`src/rtl/alarm_zone_controller_pkg.sv`:
```
// Shared state codes and keypad status constants
// for the alarm zone controller slice.
package alarm_pkg;

  typedef enum logic [2:0] {
    ST_DISARMED = 3'd0,
    ST_EXIT     = 3'd1,
    ST_ARMED    = 3'd2,
    ST_ENTRY    = 3'd3,
    ST_ALARM    = 3'd4,
    ST_SILENT   = 3'd5
  } state_t;

  localparam logic [1:0] KEY_OK    = 2'd0;
  localparam logic [1:0] KEY_ERROR = 2'd2;
  localparam logic [1:0] NO_KEY    = 2'd3;

  // Code 1 is unused by the checker and reads as idle
  function automatic logic key_idle(
    input logic [1:0] k
  );
    return (k == NO_KEY) || (k == 2'd1);
  endfunction

endpackage

```
`src/rtl/alarm_zone_controller_if.sv`:
```
// Sensor/keypad inputs and status outputs
// of the alarm zone controller.
interface alarm_zone_controller_if #(
  parameter int N_ZONES = 4
);
  logic [N_ZONES-1:0] ZONE_IN;
  logic [1:0]         KEY_STATUS;
  logic               SIREN_OUT;
  logic [2:0]         STATE_OUT;
  logic               ARMED_OUT;
  logic [N_ZONES-1:0] ZONE_LATCH;
  logic [1:0]         ERR_CNT_OUT;

  modport master (
    output ZONE_IN, KEY_STATUS,
    input  SIREN_OUT, STATE_OUT, ARMED_OUT,
    input  ZONE_LATCH, ERR_CNT_OUT
  );

  modport slave (
    input  ZONE_IN, KEY_STATUS,
    output SIREN_OUT, STATE_OUT, ARMED_OUT,
    output ZONE_LATCH, ERR_CNT_OUT
  );
endinterface

```
`src/rtl/alarm_zone_controller_delay_counter.sv`:
```
// Loadable down-counter shared by all timed states;
// holds at zero instead of wrapping.
module delay_counter #(
  parameter int CNT_W = 18
) (
  input  logic             CLK,
  input  logic             RST_N,
  input  logic             load,
  input  logic [CNT_W-1:0] value,
  input  logic             en,
  output logic             zero
);

  logic [CNT_W-1:0] cnt;

  assign zero = (cnt == '0);

  // Load wins over decrement; stop at zero
  always_ff @(posedge CLK or negedge RST_N) begin
    if (!RST_N) begin
      cnt <= '0;
    end else if (load) begin
      cnt <= value;
    end else if (en && !zero) begin
      cnt <= cnt - 1'b1;
    end
  end

endmodule

```
`src/rtl/alarm_zone_controller.sv`:
```
// Home-alarm core FSM: exit/entry delays, zone
// latch, wrong-key lockout and siren timeout.
module alarm_zone_controller
  import alarm_pkg::*;
#(
  parameter int N_ZONES = 4,
  parameter logic [N_ZONES-1:0] DELAYED_MASK = 4'b0010,
  parameter int CNT_W       = 18,
  parameter int EXIT_TICKS  = 150000,
  parameter int ENTRY_TICKS = 150000,
  parameter int SIREN_TICKS = 200000,
  parameter int MAX_KEY_ERR = 3
) (
  input logic CLK,
  input logic RST_N,
  alarm_zone_controller_if.slave bus
);

  localparam int CMAX = (1 << CNT_W) - 1;

  if (EXIT_TICKS > CMAX || ENTRY_TICKS > CMAX ||
      SIREN_TICKS > CMAX) begin : g_bad_ticks
    $error("tick parameter exceeds CNT_W");
  end

  localparam logic [1:0] MAX_E = 2'(MAX_KEY_ERR);

  logic [N_ZONES-1:0] z1, zs;
  logic [1:0]         key_r, key_prev;
  state_t             state, nxt;
  logic               siren, armed;
  logic [1:0]         err_cnt;
  logic [N_ZONES-1:0] latch;
  logic               load, zero;
  logic [CNT_W-1:0]   load_val;
  logic               ev, ok_ev, err_ev;
  logic               in_armed, lockout;
  logic               inst, dly, fresh;

  // Zone synchroniser and registered key status
  always_ff @(posedge CLK or negedge RST_N) begin
    if (!RST_N) begin
      z1       <= '0;
      zs       <= '0;
      key_r    <= NO_KEY;
      key_prev <= NO_KEY;
    end else begin
      z1       <= bus.ZONE_IN;
      zs       <= z1;
      key_r    <= bus.KEY_STATUS;
      key_prev <= key_r;
    end
  end

  assign ev     = key_idle(key_prev) && !key_idle(key_r);
  assign ok_ev  = ev && (key_r == KEY_OK);
  assign err_ev = ev && (key_r == KEY_ERROR);

  assign in_armed = (state == ST_EXIT) ||
                    (state == ST_ARMED) ||
                    (state == ST_ENTRY);
  assign lockout  = in_armed && (err_cnt >= MAX_E);
  assign inst     = |(zs & ~DELAYED_MASK);
  assign dly      = |(zs & DELAYED_MASK);
  assign fresh    = |(zs & ~latch);

  // Next state with OK > lockout > zone > expiry
  always_comb begin
    nxt = state;
    unique case (state)
      ST_DISARMED: if (ok_ev) nxt = ST_EXIT;
      ST_EXIT: begin
        if (ok_ev)        nxt = ST_DISARMED;
        else if (lockout) nxt = ST_ALARM;
        else if (zero)    nxt = ST_ARMED;
      end
      ST_ARMED: begin
        if (ok_ev)        nxt = ST_DISARMED;
        else if (lockout) nxt = ST_ALARM;
        else if (inst)    nxt = ST_ALARM;
        else if (dly)     nxt = ST_ENTRY;
      end
      ST_ENTRY: begin
        if (ok_ev)        nxt = ST_DISARMED;
        else if (lockout) nxt = ST_ALARM;
        else if (inst)    nxt = ST_ALARM;
        else if (zero)    nxt = ST_ALARM;
      end
      ST_ALARM: begin
        if (ok_ev)        nxt = ST_DISARMED;
        else if (zero)    nxt = ST_SILENT;
      end
      ST_SILENT: begin
        if (ok_ev)        nxt = ST_DISARMED;
        else if (fresh)   nxt = ST_ALARM;
      end
      default: nxt = ST_DISARMED;
    endcase
  end

  // Counter reload whenever a timed state is entered
  always_comb begin
    load     = (nxt != state);
    load_val = '0;
    unique case (1'b1)
      (nxt == ST_EXIT):  load_val = CNT_W'(EXIT_TICKS);
      (nxt == ST_ENTRY): load_val = CNT_W'(ENTRY_TICKS);
      (nxt == ST_ALARM): load_val = CNT_W'(SIREN_TICKS);
      default:           load_val = '0;
    endcase
  end

  delay_counter #(
    .CNT_W (CNT_W)
  ) u_cnt (
    .CLK   (CLK),
    .RST_N (RST_N),
    .load  (load),
    .value (load_val),
    .en    (1'b1),
    .zero  (zero)
  );

  // State, registered outputs, error count, zone record
  always_ff @(posedge CLK or negedge RST_N) begin
    if (!RST_N) begin
      state   <= ST_DISARMED;
      siren   <= 1'b0;
      armed   <= 1'b0;
      err_cnt <= '0;
      latch   <= '0;
    end else begin
      state <= nxt;
      siren <= (nxt == ST_ALARM);
      armed <= (nxt != ST_DISARMED);
      if (ok_ev) begin
        err_cnt <= '0;
      end else if (err_ev && in_armed &&
                   err_cnt != 2'd3) begin
        err_cnt <= err_cnt + 2'd1;
      end
      if (state == ST_DISARMED && ok_ev) begin
        latch <= '0;
      end else if (state != ST_DISARMED &&
                   state != ST_EXIT) begin
        latch <= latch | zs;
      end
    end
  end

  assign bus.SIREN_OUT   = siren;
  assign bus.STATE_OUT   = state;
  assign bus.ARMED_OUT   = armed;
  assign bus.ZONE_LATCH  = latch;
  assign bus.ERR_CNT_OUT = err_cnt;

endmodule

```
`src/flat_wrapper.sv`:
```
// flat-port wrapper written by rule: the top's interface ports become plain ports
module alarm_zone_controller_flat import alarm_pkg::*;
#(
  parameter int N_ZONES = 4,
  parameter logic [N_ZONES-1:0] DELAYED_MASK = 4'b0010,
  parameter int CNT_W       = 18,
  parameter int EXIT_TICKS  = 150000,
  parameter int ENTRY_TICKS = 150000,
  parameter int SIREN_TICKS = 200000,
  parameter int MAX_KEY_ERR = 3
)
  (CLK, RST_N, bus_ZONE_IN, bus_KEY_STATUS, bus_SIREN_OUT, bus_STATE_OUT, bus_ARMED_OUT, bus_ZONE_LATCH, bus_ERR_CNT_OUT);
  alarm_zone_controller_if #(.N_ZONES(N_ZONES)) bus_i ();
  input logic CLK;
  input logic RST_N;
  input wire logic [$bits(bus_i.ZONE_IN)-1:0] bus_ZONE_IN;
  input wire logic [$bits(bus_i.KEY_STATUS)-1:0] bus_KEY_STATUS;
  output wire logic [$bits(bus_i.SIREN_OUT)-1:0] bus_SIREN_OUT;
  output wire logic [$bits(bus_i.STATE_OUT)-1:0] bus_STATE_OUT;
  output wire logic [$bits(bus_i.ARMED_OUT)-1:0] bus_ARMED_OUT;
  output wire logic [$bits(bus_i.ZONE_LATCH)-1:0] bus_ZONE_LATCH;
  output wire logic [$bits(bus_i.ERR_CNT_OUT)-1:0] bus_ERR_CNT_OUT;
  assign bus_i.ZONE_IN = bus_ZONE_IN;
  assign bus_i.KEY_STATUS = bus_KEY_STATUS;
  assign bus_SIREN_OUT = bus_i.SIREN_OUT;
  assign bus_STATE_OUT = bus_i.STATE_OUT;
  assign bus_ARMED_OUT = bus_i.ARMED_OUT;
  assign bus_ZONE_LATCH = bus_i.ZONE_LATCH;
  assign bus_ERR_CNT_OUT = bus_i.ERR_CNT_OUT;
  alarm_zone_controller #(.N_ZONES(N_ZONES), .DELAYED_MASK(DELAYED_MASK), .CNT_W(CNT_W), .EXIT_TICKS(EXIT_TICKS), .ENTRY_TICKS(ENTRY_TICKS), .SIREN_TICKS(SIREN_TICKS), .MAX_KEY_ERR(MAX_KEY_ERR)) u_core (.CLK(CLK), .RST_N(RST_N), .bus(bus_i));
endmodule
```
`config.mk`:
```
export PLATFORM = sky130hd
export DESIGN_NAME = alarm_zone_controller_flat
export DESIGN_NICKNAME = d
export VERILOG_FILES = /design/src/rtl/alarm_zone_controller_pkg.sv /design/src/rtl/alarm_zone_controller_if.sv /design/src/rtl/alarm_zone_controller_delay_counter.sv /design/src/rtl/alarm_zone_controller.sv /design/src/flat_wrapper.sv
export SDC_FILE = /design/constraint.sdc
export NUM_CORES = 1
export LEC_CHECK = 0
export CAP_MARGIN = 20
export CORE_MARGIN = 1
export CORE_UTILIZATION = 54
export DETAILED_ROUTE_END_ITERATION = 10
export GPL_TIMING_DRIVEN = 0
export HOLD_SLACK_MARGIN = 0.08
export PLACE_DENSITY = 0.76
export SLEW_MARGIN = 30
export SYNTH_ARGS = -nofsm -noshare
export SYNTH_HDL_FRONTEND = slang
export SYNTH_SLANG_ARGS = --single-unit
```
`constraint.sdc`:
```
create_clock -name CLK -period 4.65 [get_ports CLK]
set_input_delay 0.6975 -clock CLK [delete_from_list [all_inputs] [get_ports CLK]]
set_output_delay 0.6975 -clock CLK [all_outputs]
set_load 0.01 [all_outputs]
```
=== After elaboration in Yosys (flattened, before gate mapping) ===
Index checks and enable logic that the tools add are counted.
Widths: inputs -> output; s select.

* Register bits after elaboration: 41
* Bits of input ports: 8
* Logic and storage cells: 80

* Add/sub/neg operators: 2
* Order comparisons: 1
* Equal/unequal tests: 17
* Multiplexer cells: 24
* Bitwise operators: 3
* Reduce and logical (&&, ||, !) cells: 23

{| class="wikitable"
|+ Operators by type and width
! cell !! number
|-
| $mux 3 || 16
|-
| $mux 18 || 2
|-
| $pmux 18 s2 || 1
|-
| $logic_not 18->1 || 1
|-
| $pmux 3 s6 || 1
|-
| $sub 18x1->18 const B || 1
|-
| $eq 3x2->1 const B || 3
|-
| $eq 3x3->1 const B || 3
|-
| $logic_and 1x1->1 || 8
|-
| $mux 4 || 2
|-
| $eq 2x2->1 const B || 3
|-
| $eq 3x1->1 const B || 2
|-
| $reduce_bool 3->1 || 2
|-
| $and 4x4->4 || 1
|-
| $eq 2x1->1 const B || 2
|-
| $logic_or 1x1->1 || 4
|-
| $mux 2 || 2
|-
| $not 4->4 || 1
|-
| $or 4x4->4 || 1
|-
| $reduce_bool 2->1 || 2
|-
| $reduce_or 4->1 || 1
|-
| $logic_not 3->1 || 1
|-
| $ne 3x1->1 const B || 1
|-
| $ne 3x3->1 || 1
|-
| 8 further kinds || 8
|}

=== Longest topological paths before layout ===
Gate-level depths: netlist (run 1).

* Word-level depth: 11
* Gate-level depth with buffers: 11
* Mapped depth without buffers: 8

=== Hierarchy ===
Synthesis (run 1) repeated with hierarchy kept, for this count alone.

* Cells, all modules: 223
* Area total of the unflattened synthesis: 2162.1 um^2

{| class="wikitable"
|+ Modules (own cells, without submodules)
! module !! instances !! cells an instance !! area each (um^2) !! seq. area each (um^2)
|-
| delay_counter || 1 || 143 || 1217.4 || 450.4
|-
| alarm_zone_controller || 1 || 80 || 944.7 || 554.3
|}

=== Worst setup path after synthesis (run 1) ===
Ideal clock, no wire load.

* Path type: register to register
* Start: reg u_core.u_cnt.cnt[0]
* End: reg u_core.u_cnt.cnt[11]
* Library setup time: 79 ps
* Arrival: 2174 ps
* Setup slack: 2397 ps
* Stages on the path, launching flop included: 12
* Path buffers: 3
* Path through: dfrtp_1 > inv_1 > ha_1 > nor4b_1 > and2_1 > buf_2 > nand3_2 > o211ai_1 > a211o_1 > buf_6 > buf_12 > mux2i_1

* Cells in the longest elaborated chain, start to end: 10
* Elaborated cells between the ends (all ways): 21

{| class="wikitable"
|+ Ends and longest elaborated chain
! element !! line !! text
|-
| start: declaration || alarm_zone_controller_delay_counter.sv:14 || <nowiki>logic [CNT_W-1:0] cnt;</nowiki>
|-
| start signal: assignment || alarm_zone_controller_delay_counter.sv:23 || <nowiki>cnt <= value;</nowiki>
|-
| start signal: assignment || alarm_zone_controller_delay_counter.sv:25 || <nowiki>cnt <= cnt - 1'b1;</nowiki>
|-
| $logic_not 18->1 || alarm_zone_controller_delay_counter.sv:16 || <nowiki>assign zero = (cnt == '0);</nowiki>
|-
| $mux 3 || alarm_zone_controller.sv:87 || <nowiki>else if (zero) nxt = ST_ALARM;</nowiki>
|-
| $mux 3 || alarm_zone_controller.sv:86 || <nowiki>else if (inst) nxt = ST_ALARM;</nowiki>
|-
| $mux 3 || alarm_zone_controller.sv:85 || <nowiki>else if (lockout) nxt = ST_ALARM;</nowiki>
|-
| $mux 3 || alarm_zone_controller.sv:84 || <nowiki>if (ok_ev) nxt = ST_DISARMED;</nowiki>
|-
| $pmux 3 s6 || alarm_zone_controller.sv:70 || <nowiki>unique case (state)</nowiki>
|-
| $eq 3x2->1 or $eq 3x1->1 (tied branches) || alarm_zone_controller.sv:107, alarm_zone_controller.sv:106 ||
|-
| $reduce_or 2->1 (no line) || n/a ||
|-
| $pmux 18 s2 || alarm_zone_controller.sv:105 || <nowiki>unique case (1'b1)</nowiki>
|-
| $mux 18 || alarm_zone_controller_delay_counter.sv:22 || <nowiki>end else if (load) begin</nowiki>
|}

Several ways; a longest one is shown, not always the timed one. The select of a mux whose other input is x is not followed.
A chain may end at the register's enable or synchronous reset.

=== Final worst setup path (run 1) ===
* Start: reg u_core.u_cnt.cnt[0]
* End: reg u_core.u_cnt.cnt[16]

The elaborated chain is that of the path after synthesis.

==> Flow_metrics.wiki, run 1 <==
{| class="wikitable"
! Metric !! Value
|-
| Arrival time reported for the critical path endpoint || 2910 ps
|-
| Net count reported at finish || 228
|-
| Initial Utilization || 58.0%
|-
| Clock latency on the worst-skew pair || 300 ps
|-
| Pre-CTS worst setup slack || approximately 2000 ps
|-
| Gpl congestion || 0.865
|-
| Reg2Reg Setup Slack || 1960 ps
|-
| Standby leakage power || 1.06 nW
|-
| Setup WS post-layout || 1960 ps
|-
| Maximum number of buffers from clock root to sink || 2
|-
| Vertical die dimension || ~63 um
|-
| Syn avg cell area || roughly 10 um2
|-
| Library cells used by synthesis || 46
|-
| Core Box Area || 3440 um2
|-
| Layout Cells excl Fill || 265
|-
| Maximum level of the CTS H-tree || 2
|-
| Detail Route Antenna Nets || 0
|-
| Power Total || 1.58 mW
|-
| Number of placement rows || 21
|-
| Post-route core utilization || 68.7%
|-
| Number of global-route vias before repair || roughly 1.5k
|-
| Clock-pin slew of the registers on the worst-case setup and hold paths || 80 ps
|-
| Measured slew at the worst slew-check pin || 565 ps
|-
| Final Hold Violating Endpoints || 0
|-
| Clock tree from TritonCTS || done
|-
| Wire length of the first global-routing pass || 6940 um
|-
| Cts repair resizes || 0
|-
| Final routed DRC violation total || 0
|-
| Worst Setup End Kind || register
|-
| Filler instances || 270
|-
| Clock tree root buffer cell || sky130_fd_sc_hd__clkbuf_8
|-
| Slowest Stage Delay on Critical Path || 420 ps
|-
| X dimension of the die || 62.8 um
|-
| Data required, critical path || around 4900 ps
|-
| Aggregate global routing overflow || 0
|-
| Violation count after the first detailed-routing iteration || 97
|-
| # diodes || 0
|-
| Setup crit start kind || register
|-
| Max Freq || 372 MHz
|-
| Hold-fix buffers at CTS || 0
|-
| Power density of the placed cells || ~670 nW/um2
|-
| Synth Warn # || 0
|-
| Syn Inst Count || 192
|-
| Predominant post-synthesis flop cell || sky130_fd_sc_hd__dfrtp_1
|-
| Total Die Area || between 3000 and 4000 um2
|-
| Setup TNS Final || 0 ps
|-
| First-pass DRT Iterations || 4
|-
| Gr usage total || 22.9%
|-
| Flop and latch count out of synthesis || 40
|-
| Max-slew violations || 0
|-
| RSZ-0062 raised after global routing || no
|-
| Wire length reported by the detailed router || between 3000 and 4000 um
|-
| Cell family with the largest share of critical-path delay || simple AND/OR/NAND/NOR gates
|-
| Slew HR || 62.0%
|-
| Total clock sinks || 40
|-
| HP Class || in -> async
|-
| Fraction of final layout cells with drive strength greater than 1 || a little under an eighth
|-
| Sum of buffers and inverters on the critical path || 4
|-
| Outcome || completed
|-
| Placed wire-length estimate after detailed placement || around 2800 um
|-
| Cell area after synthesis || 2000 um2
|-
| Total clock buffers created by CTS || 5
|-
| Number of placed instances with taps included || 257
|-
| Vias/cell || 5.68
|-
| Antenna violations before repair || 0
|-
| Category of the critical setup timing path || reg -> reg
|-
| Share of flip-flops with an asynchronous set or reset || 100%
|-
| Biggest fanout along the worst timing path || 10
|-
| Area grow syn2layout || 18.4%
|-
| Finish-stage setup viols || 0
|-
| Final cycle utilization of the critical path || about 58%
|-
| Setup Fix Bufs, Post-CTS || 0
|-
| Count of max-cap constraint violations || 0
|-
| Routed wire per std cell || 14.6 um
|-
| Share of the yosys chip area belonging to registers || 50.3%
|-
| Number of top-level pins || 19
|-
| Critical-path cell list || inv_1 -> ha_1 -> nor4b_1 -> and2_1 -> buf_2 -> nand3_2 -> o211ai_1 -> a211o_1 -> buf_6 -> buf_12 -> mux2i_1
|-
| Worst setup skew after layout || 2.45 ps
|-
| Syn Nets || between 200 and 250
|-
| Count of input and output buffers || 18
|-
| Count of flip-flops with a built-in enable after synthesis || 0
|-
| Count of vias placed by the detailed router || 1505
|-
| Shortest period the worst path allows || 2690 ps
|-
| Pin count of the biggest net entering global routing || 29
|-
| Maximum vdd drop || approximately 300 uV
|-
| Slowest-stage cell, CP || sky130_fd_sc_hd__dfrtp_1
|}
metrics by stage:
stage | hold slack [ps] | cell area (um2)
6_report | 277 | 2360
5_1_grt | 288 | 2360
4_1_cts | 277 | 2360
3_5_place_dp | 335 | 2250
3_3_place_gp | 331 | 2230
2_1_floorplan | 331 | 2000
worst paths after layout:
| check | from | to | cells after the start |
|---|---|---|---|
| max | u_core.u_cnt.cnt[0] | u_core.u_cnt.cnt[16] | 11 |
| min | RST_N | u_core.u_cnt.cnt[2] | 1 |
| max reg2reg | u_core.u_cnt.cnt[0] | u_core.u_cnt.cnt[16] | 11 |
| min reg2reg | u_core.z1[0] | u_core.zs[0] | 0 |
| max in group asynchronous | RST_N | u_core.zs[2] | 2 |
| min in group CLK | u_core.z1[0] | u_core.zs[0] | 0 |
report_power, final:
part           leakage, nW  switching, mW  total [mW]  internal [mW]
Combinational        0.500          0.380       0.729          0.349
Sequential           0.504          0.106       0.564          0.458
Clock               0.0548          0.129       0.291          0.162
Total                 1.06          0.616        1.58          0.969
cell usage after synthesis (2+ instances only):
cell type | instances | area (um2)
sky130_fd_sc_hd__o2111ai_1 | 3 | 26.3
sky130_fd_sc_hd__a21oi_1 | 10 | 50.1
sky130_fd_sc_hd__nand2_1 | 19 | 71.3
sky130_fd_sc_hd__mux2i_1 | 7 | 70.1
sky130_fd_sc_hd__nor4b_1 | 2 | 17.5
sky130_fd_sc_hd__or4_1 | 2 | 15.0
sky130_fd_sc_hd__ha_1 | 2 | 25.0
sky130_fd_sc_hd__xnor2_1 | 7 | 61.3
sky130_fd_sc_hd__o21ai_0 | 5 | 25.0
sky130_fd_sc_hd__buf_2 | 3 | 15.0
sky130_fd_sc_hd__inv_1 | 7 | 26.3
sky130_fd_sc_hd__nor3b_1 | 2 | 15.0
sky130_fd_sc_hd__nand2b_1 | 3 | 18.8
sky130_fd_sc_hd__a31oi_1 | 2 | 12.5
sky130_fd_sc_hd__and3_1 | 3 | 18.8
sky130_fd_sc_hd__buf_6 | 2 | 22.5
sky130_fd_sc_hd__or3_1 | 5 | 31.3
sky130_fd_sc_hd__nor3_1 | 4 | 20.0
sky130_fd_sc_hd__nand3_1 | 2 | 10.0
sky130_fd_sc_hd__nor2b_1 | 2 | 12.5
sky130_fd_sc_hd__nor2_1 | 24 | 90.1
sky130_fd_sc_hd__nor4_1 | 2 | 12.5
sky130_fd_sc_hd__o31ai_1 | 4 | 30.0
sky130_fd_sc_hd__xor2_1 | 10 | 87.6
sky130_fd_sc_hd__dfrtp_1 | 37 | 926
sky130_fd_sc_hd__dfstp_2 | 3 | 78.8
routing by layer:
metal,track usage (%),vias up,share of wire [%]
met5,0,-,0
met4,11.3,0,1.9
met3,4.93,8,4.3
met2,36.3,37,49
met1,29.6,738,45
li1,-,722,-
state kept, by name (all words and copies together), names as in the netlist:
| signal | cells |
|---|---|
| u_core.key_prev | 1 |
| u_core.zs | 4 |
| u_core.bus.SIREN_OUT | 1 |
| u_core.z1 | 4 |
| u_core.key_r | 2 |
| u_core.bus.ARMED_OUT | 1 |
| u_core.bus.ZONE_LATCH | 4 |
| u_core.u_cnt.cnt | 18 |
| u_core.bus.STATE_OUT | 3 |
| u_core.bus.ERR_CNT_OUT | 2 |
placed cells by master (no fill, tap or decap), drive strengths merged, types with 2 or more instances in the layout:
master and n:
dfrtp 37, nor2 24, nand2 19, clkdlybuf4s50 17
a21oi 10, xor2 10, inv 8, buf 8
mux2i 7, xnor2 7, o21ai 6, clkbuf 6
or3 5, nor3 5, o31ai 4, and3 3
nand2b 3, o2111ai 3, dfstp 3, nor4 3
nand3 3, or4 3, nor4b 2, nor2b 2
nor3b 2, a31oi 2, ha 2, a211oi 2
worst register-to-register path, cell delays in order (launching register included):
cell and delay (ps):
sky130_fd_sc_hd__dfrtp_1 420, sky130_fd_sc_hd__inv_1 110, sky130_fd_sc_hd__ha_1 260, sky130_fd_sc_hd__nor4b_1 360, sky130_fd_sc_hd__and2_1 180, sky130_fd_sc_hd__buf_2 170
sky130_fd_sc_hd__nand3_2 210, sky130_fd_sc_hd__o211ai_1 250, sky130_fd_sc_hd__a211o_1 160, sky130_fd_sc_hd__buf_6 160, sky130_fd_sc_hd__buf_12 150, sky130_fd_sc_hd__mux2i_1 190
layout make-up:
cell class                      count  area, um2  share of cell area (%)
Sequential cell                    40       1000                    42.5
Multi-Input combinational cell    138        903                    38.2
Timing Repair Buffer               19        195                    8.26
Clock buffer                        5       68.8                    2.91
Buffer                              7       61.3                    2.59
Tap cell                           46       57.6                    2.44
Clock inverter                      3       46.3                    1.96
Inverter                            7       26.3                    1.11
cells by family after synthesis:
group	Yosys count	synth area share (%)
buffers and inverters	14	4.39
AND/OR/NAND/NOR	79	21.1
flip-flops	40	50.3
AO/OA/AOI/OAI	33	11.9
XOR/XNOR	17	7.46
multiplexers	7	3.51
adder cells (fa/ha/maj)	2	1.25
No activity file was read; power rests on OpenSTA's default activity.
==> inputs of run 2 (changes only) <==
--- a/config.mk
+++ b/config.mk
@@ -7,11 +7,11 @@
 export LEC_CHECK = 0
 export CAP_MARGIN = 20
 export CORE_MARGIN = 1
-export CORE_UTILIZATION = 54
+export CORE_UTILIZATION = 51
 export DETAILED_ROUTE_END_ITERATION = 10
 export GPL_TIMING_DRIVEN = 0
 export HOLD_SLACK_MARGIN = 0.08
-export PLACE_DENSITY = 0.76
+export PLACE_DENSITY = 0.75
 export SLEW_MARGIN = 30
 export SYNTH_ARGS = -nofsm -noshare
 export SYNTH_HDL_FRONTEND = slang
==> constraint.sdc (replaced) <==
create_clock -name CLK -period 2.4 [get_ports CLK]
set_input_delay 0.36 -clock CLK [delete_from_list [all_inputs] [get_ports CLK]]
set_output_delay 0.36 -clock CLK [all_outputs]
set_load 0.01 [all_outputs]
==> run 2 against run 1 <==
Total power up 110%. Cell count grew 4.9%. Die area rose by 5.7%. Sequential power is 100% higher. Critical path type unchanged. Count of clock-buffer cells in the layout increased by 1.
==> Flow_metrics.wiki, run 2 (synthesis gave the netlist of run 1 again) <==
{| class="wikitable"
! Metric !! Value
|-
| Arrival time reported for the critical path endpoint || 2510 ps (was 2910 ps)
|-
| Internal power contribution || 2.06 mW (was 0.969 mW)
|-
| Clock tree from TritonCTS || done (unchanged)
|-
| Final cycle utilization of the critical path || 96.2% (was 57.8%)
|-
| Gpl congestion || 0.857 (was 0.865)
|-
| First-pass DRT Iterations || 4 (unchanged)
|-
| Clock Power Share || 15.8% (was 18.4%)
|-
| Core Box Area || 3720 um2 (was 3440 um2)
|-
| HP Class || reg -> reg (was in -> async)
|-
| Data required, critical path || 2600 ps (was 4870 ps)
|-
| Aggregate global routing overflow || 0 (unchanged)
|-
| Power density of the placed cells || 1310 nW/um2 (was 670 nW/um2)
|-
| Clock-pin slew of the registers on the worst-case setup and hold paths || 80 ps (about the same)
|-
| Clock tree root buffer cell || sky130_fd_sc_hd__clkbuf_8 (unchanged)
|-
| Setup WS post-layout || 92.0 ps (was 1960 ps)
|-
| Pre-CTS worst setup slack || -266 ps (was 1970 ps)
|-
| Category of the critical setup timing path || reg -> reg (unchanged)
|-
| Standby leakage power || 1.14 nW (was 1.06 nW)
|-
| Total clock buffers created by CTS || 5 (unchanged)
|-
| Clock latency on the worst-skew pair || 290 ps (was 300 ps)
|-
| Wire length of the first global-routing pass || 7050 um (was 6940 um)
|-
| Worst setup skew after layout || 7.13 ps (was 2.45 ps)
|-
| Initial Utilization || 53.7% (was 58.0%)
|-
| Fraction of power consumed by sequential logic || 34.0% (was 35.6%)
|-
| Post-route core utilization || 69.4% (was 68.7%)
|-
| Wire length reported by the detailed router || 4290 um (was 3860 um)
|-
| Finish-stage setup viols || 0 (unchanged)
|-
| Maximum number of buffers from clock root to sink || 2 (unchanged)
|-
| Routed wire per std cell || 15.4 um (was 14.6 um)
|-
| X dimension of the die || 64.6 um (was 62.8 um)
|-
| Leading cell types in the layout, fill and taps excluded || sky130_fd_sc_hd__dfrtp_1 (35), sky130_fd_sc_hd__nor2_1 (23), sky130_fd_sc_hd__nand2_1 (19) (was sky130_fd_sc_hd__dfrtp_1 (37), sky130_fd_sc_hd__nor2_1 (24), sky130_fd_sc_hd__nand2_1 (19))
|-
| Count of vias placed by the detailed router || 1600 (was 1505)
|-
| Max FFs per register || 18 (unchanged)
|-
| Total clock sinks || 40 (unchanged)
|-
| Sw frac || 38.9% (about the same)
|-
| # diodes || 0 (unchanged)
|-
| Comb power frac || 50.2% (was 46.0%)
|-
| Number of placement rows || 22 (was 21)
|-
| Final Hold Violating Endpoints || 0 (unchanged)
|-
| Pin count of the biggest net entering global routing || 26 (was 29)
|-
| Number of global-route vias before repair || 1560 (was 1536)
|-
| Shortest period the worst path allows || 2310 ps (was 2690 ps)
|-
| Vias/cell || 5.76 (was 5.68)
|-
| Area grow syn2layout || 29.2% (was 18.4%)
|-
| Final routed DRC violation total || 0 (unchanged)
|-
| Maximum vdd drop || 717 uV (was 296 uV)
|-
| Reg2Reg Setup Slack || 90 ps (was 1960 ps)
|-
| Detail Route Antenna Nets || 0 (unchanged)
|-
| Vertical die dimension || 64.6 um (was 62.8 um)
|-
| Net count reported at finish || 239 (was 228)
|-
| Switching pwr || 1.31 mW (was 0.616 mW)
|-
| Max-slew violations || 0 (unchanged)
|-
| Setup crit start kind || register (unchanged)
|-
| Fraction of final layout cells with drive strength greater than 1 || 21.3% (was 11.9%)
|-
| Most common library cell in the layout ignoring fill and taps || sky130_fd_sc_hd__dfrtp_1 (unchanged)
|-
| Count of max-cap constraint violations || 0 (unchanged)
|-
| Maximum level of the CTS H-tree || 2 (unchanged)
|-
| Slew HR || 64.6% (was 62.0%)
|-
| Measured slew at the worst slew-check pin || 529 ps (was 565 ps)
|-
| Violation count after the first detailed-routing iteration || 77 (was 97)
|-
| Count of input and output buffers || 18 (unchanged)
|-
| Antenna violations before repair || 0 (unchanged)
|-
| Biggest fanout along the worst timing path || 6 (was 10)
|-
| Number of top-level pins || 19 (unchanged)
|-
| Register containing the most flip-flops in the final layout || u_core.u_cnt.cnt (unchanged)
|-
| Gr usage total || 22.3% (was 22.9%)
|-
| Max Freq || 433 MHz (was 372 MHz)
|-
| Outcome || completed (unchanged)
|-
| Total Die Area || 4170 um2 (was 3940 um2)
|-
| Worst Setup End Kind || register (unchanged)
|-
| Placed wire-length estimate after detailed placement || 2860 um (was 2810 um)
|}
==> run 2: through the flow <==
| stage | cell area [um2] | total power [mW] | setup TNS [ps] | hold slack [ps] | std cells |
|---|---|---|---|---|---|
| detailed placement | 2260 | 2.51 | -2450 | 309 | 259 |
| global placement | 2240 | 2.44 | -1230 | 334 | 258 |
| floorplan | 2000 | 2.11 | 0 | 64.4 | 192 |
| CTS | 2430 | 3.16 | 0 | 362 | 268 |
| finish | 2580 | 3.37 | 0 | 359 | 278 |
| global route | 2580 | 3.59 | -10.3 | 362 | 278 |
==> run 2: what timing repair did <==
item / 4_1_cts / 5_1_grt
resized for setup: 11 / 12
buffers inserted: 0 / 11
endpoints found under the hold margin: 15 / 0
endpoints found under the setup margin: 19 / 19
pin swaps: 1 / 5
hold buffers: 1 / 0
gates cloned: 0 / 0
==> run 2: power groups by stage <==
stage               logic, mW  registers (mW)  clock network, mW
global route             1.85            1.17              0.569
global placement         1.35            1.09                  0
CTS                      1.49            1.12              0.547
finish                   1.69            1.14              0.533
floorplan                1.01            1.09                  0
detailed placement       1.40            1.11                  0
==> run 2: worst paths after layout <==
check                                   start                   end  depth (start not counted)
setup / recovery           u_core.key_prev[0]  u_core.u_cnt.cnt[14]                          8
hold / removal                   u_core.z1[3]          u_core.zs[3]                          0
setup reg to reg           u_core.key_prev[0]  u_core.u_cnt.cnt[14]                          8
hold reg to reg                  u_core.z1[3]          u_core.zs[3]                          0
max in group asynchronous               RST_N       u_core.key_r[0]                          3
min in group asynchronous               RST_N   u_core.u_cnt.cnt[0]                          2
==> run 2: area by class of cell <==
cell class                 count  area [um2]
sequential                    40        1010
timing repair buffer          31         308
inverter                       7        26.3
tap                           48        60.1
fill                         276        1140
clock buffer                   6        72.6
multi-input combinational    138        1010
clock inverter                 2        35.0
buffer                         6        62.6
==> run 2: metal layers <==
metal	share of wire, %	up-vias	wire length, um	GRT usage [%]
met1	44	802	1890	29.3
met4	2.6	0	110	11.7
met3	3.4	14	148	3.17
li1	-	744	-	-
met5	0	-	0	0
met2	50	40	2140	35.9
==> run 2: worst max-delay path: stages, from the launching register on <==
cell	delay, ps
sky130_fd_sc_hd__dfstp_2	540
sky130_fd_sc_hd__or3b_1	360
sky130_fd_sc_hd__buf_6	150
sky130_fd_sc_hd__a41oi_4	240
sky130_fd_sc_hd__o211ai_1	130
sky130_fd_sc_hd__a211o_1	320
sky130_fd_sc_hd__buf_6	140
sky130_fd_sc_hd__buf_12	130
sky130_fd_sc_hd__o31ai_1	210
==> inputs of run 3 (changes only) <==
--- a/config.mk
+++ b/config.mk
@@ -7,11 +7,12 @@
 export LEC_CHECK = 0
 export CAP_MARGIN = 20
 export CORE_MARGIN = 1
-export CORE_UTILIZATION = 51
+export CORE_UTILIZATION = 53
+export CTS_BUF_LIST = sky130_fd_sc_hd__clkbuf_8
 export DETAILED_ROUTE_END_ITERATION = 10
 export GPL_TIMING_DRIVEN = 0
 export HOLD_SLACK_MARGIN = 0.08
-export PLACE_DENSITY = 0.75
+export PLACE_DENSITY = 0.78
 export SLEW_MARGIN = 30
 export SYNTH_ARGS = -nofsm -noshare
 export SYNTH_HDL_FRONTEND = slang
==> run 3 against run 2 <==
First-iteration DRC count up 39%. Sequential share of layout area is 0.18 points higher. Critical endpoint is now u_core.u_cnt.cnt[11]. Cell count increased by 0.36%.
==> Flow_metrics.wiki, run 3 (synthesis gave the netlist of run 1 again) <==
{| class="wikitable"
! Metric !! Value
|-
| Number of global-route vias before repair || 1530 (was 1560)
|-
| Final Hold Violating Endpoints || 0 (unchanged)
|-
| Total clock buffers created by CTS || 5 (unchanged)
|-
| Setup crit start kind || register (unchanged)
|-
| Maximum level of the CTS H-tree || 2 (unchanged)
|-
| Worst Setup End Kind || register (unchanged)
|-
| First-pass DRT Iterations || 4 (unchanged)
|-
| Vias/cell || 5.72 (was 5.76)
|-
| Clock latency on the worst-skew pair || 310 ps (was 290 ps)
|-
| Max FFs per register || 18 (unchanged)
|-
| Placed wire-length estimate after detailed placement || 2850 um (was 2860 um)
|-
| RSZ-0062 raised after global routing || no
|-
| Violation count after the first detailed-routing iteration || 107 (was 77)
|-
| Initial Utilization || 57.5% (was 53.7%)
|-
| Max-slew violations || 0 (unchanged)
|-
| Startpoint of the most critical setup path || u_core.u_cnt.cnt[3] (was u_core.key_prev[0])
|-
| Worst setup skew after layout || 6.01 ps (was 7.13 ps)
|-
| Register containing the most flip-flops in the final layout || u_core.u_cnt.cnt (unchanged)
|-
| Count of vias placed by the detailed router || 1595 (was 1600)
|-
| Worst reg2reg endpoint || u_core.u_cnt.cnt[11] (was u_core.u_cnt.cnt[14])
|-
| HP Class || reg -> reg (unchanged)
|-
| Measured slew at the worst slew-check pin || 502 ps (was 529 ps)
|-
| Clock tree from TritonCTS || done (unchanged)
|-
| Worst Hold Depth || 0 (unchanged)
|-
| Total clock sinks || 40 (unchanged)
|-
| Filler instances || 245 (was 276)
|-
| Net count reported at finish || 242 (was 239)
|-
| Pin count of the biggest net entering global routing || 29 (was 26)
|-
| Number of top-level pins || 19 (unchanged)
|-
| Arrival time reported for the critical path endpoint || 2540 ps (was 2510 ps)
|-
| Clock tree root buffer cell || sky130_fd_sc_hd__clkbuf_8 (unchanged)
|-
| Biggest fanout along the worst timing path || 10 (was 6)
|-
| Depth of the worst register-to-register path || 8 (unchanged)
|-
| Setup WS post-layout || 80.5 ps (was 92.0 ps)
|-
| Vertical die dimension || 63.4 um (was 64.6 um)
|-
| Number of placement rows || 21 (was 22)
|-
| Aggregate global routing overflow || 0 (unchanged)
|-
| Count of max-cap constraint violations || 0 (unchanged)
|-
| Final routed DRC violation total || 0 (unchanged)
|-
| Post-route cell area || 2560 um2 (was 2580 um2)
|-
| Reg2Reg Setup Slack || 80 ps (was 90 ps)
|-
| Footprint of the multi-input gates || 988 um2 (was 1010 um2)
|-
| Power Total || 3.38 mW (was 3.37 mW)
|-
| Gpl congestion || 0.862 (was 0.857)
|-
| Category of the critical setup timing path || reg -> reg (unchanged)
|-
| Power density of the placed cells || 1320 nW/um2 (was 1310 nW/um2)
|-
| Area grow syn2layout || 28.4% (was 29.2%)
|-
| Gr usage total || 23.5% (was 22.3%)
|-
| Wire length reported by the detailed router || 4310 um (was 4290 um)
|-
| Final cycle utilization of the critical path || 96.6% (was 96.2%)
|-
| Worst-case hold slack || 351 ps (was 359 ps)
|-
| Shortest period the worst path allows || 2320 ps (was 2310 ps)
|-
| Fraction of final layout cells with drive strength greater than 1 || 21.9% (was 21.3%)
|-
| Maximum vdd drop || 737 uV (was 717 uV)
|-
| Count of input and output buffers || 18 (unchanged)
|-
| # diodes || 0 (unchanged)
|-
| Destination of the worst hold path || u_core.zs[1] (was u_core.zs[3])
|-
| Detail Route Antenna Nets || 0 (unchanged)
|-
| Maximum number of buffers from clock root to sink || 2 (unchanged)
|-
| Max Freq || 431 MHz (was 433 MHz)
|-
| Wire length of the first global-routing pass || 7090 um (was 7050 um)
|-
| Standby leakage power || 1.14 nW (about the same)
|-
| Routed wire per std cell || 15.5 um (was 15.4 um)
|-
| Min-delay src || u_core.z1[1] (was u_core.z1[3])
|-
| Slew HR || 66.5% (was 64.6%)
|-
| Pre-CTS worst setup slack || -236 ps (was -266 ps)
|-
| Leading cell types in the layout, fill and taps excluded || sky130_fd_sc_hd__dfrtp_1 (36), sky130_fd_sc_hd__nor2_1 (23), sky130_fd_sc_hd__nand2_1 (19) (was sky130_fd_sc_hd__dfrtp_1 (35), sky130_fd_sc_hd__nor2_1 (23), sky130_fd_sc_hd__nand2_1 (19))
|-
| Placement Cell Area || 2250 um2 (was 2260 um2)
|-
| Antenna violations before repair || 0 (unchanged)
|-
| Area taken by flip-flops and latches || 1010 um2 (about the same)
|-
| Clock-pin slew of the registers on the worst-case setup and hold paths || 80 ps (about the same)
|-
| Reg-to-reg startpoint || u_core.u_cnt.cnt[3] (was u_core.key_prev[0])
|-
| Core Box Area || 3470 um2 (was 3720 um2)
|-
| Finish-stage setup viols || 0 (unchanged)
|-
| X dimension of the die || 63.4 um (was 64.6 um)
|-
| Most common library cell in the layout ignoring fill and taps || sky130_fd_sc_hd__dfrtp_1 (unchanged)
|-
| Data required, critical path || 2620 ps (was 2600 ps)
|-
| Outcome || completed (unchanged)
|-
| Total Die Area || 4010 um2 (was 4170 um2)
|}
## run 3: power breakdown
part	internal [mW]	switching (mW)	leakage, nW
combinational	0.861	0.818	0.582
clock	0.313	0.255	0.0548
sequential	0.888	0.250	0.503
total	2.06	1.32	1.14
## run 3: per-stage QoR
stage,utilization (%),std cells,setup TNS (ps)
global route,73.9,279,0
finish,73.9,279,0
CTS,69.9,266,0
global placement,64.4,256,-1120
floorplan,-,192,0
detailed placement,64.8,257,-2170
## run 3: metal layers
layer	GRT usage, %	share of wire, %
met3	6.34	4.2
met2	37.2	50
met5	0	0
met1	29.9	44
met4	10.8	1.5
## run 3: worst max path at each step
stage                           endpoint  slack, ps  depth (start not counted)
global placement    u_core.u_cnt.cnt[11]       -160                         11
global route        u_core.u_cnt.cnt[11]         10                         11
CTS                 u_core.u_cnt.cnt[11]          2                         11
finish              u_core.u_cnt.cnt[11]         80                          8
floorplan           u_core.u_cnt.cnt[11]        150                         11
detailed placement  u_core.u_cnt.cnt[11]       -240                         11
## run 3: what timing repair did
action | CTS | global route
endpoints found under the setup margin | 19 | 19
gates cloned | 0 | 0
hold buffers | 1 | 0
buffers inserted | 0 | 13
gates resized for setup | 8 | 13
hold endpoints to repair | 9 | 0
pin swaps | 0 | 3
## run 3: layout make-up
type / instances / share of cell area [%]
Clock buffer: 5 / 2.69
Buffer: 7 / 2.59
Tap cell: 46 / 2.25
Clock inverter: 3 / 1.81
Multi-Input combinational cell: 138 / 38.6
Inverter: 7 / 1.03
Timing Repair Buffer: 33 / 11.8
Sequential cell: 40 / 39.3
## run 3: worst max-delay path, cell delays in order, from the launching register on
cell and delay (ps):
sky130_fd_sc_hd__dfrtp_1 430, sky130_fd_sc_hd__or4_4 590, sky130_fd_sc_hd__nor3_2 210, sky130_fd_sc_hd__nand4_1 160, sky130_fd_sc_hd__a31oi_1 220, sky130_fd_sc_hd__a211o_1 130, sky130_fd_sc_hd__buf_6 150, sky130_fd_sc_hd__buf_12 140
sky130_fd_sc_hd__mux2i_1 200
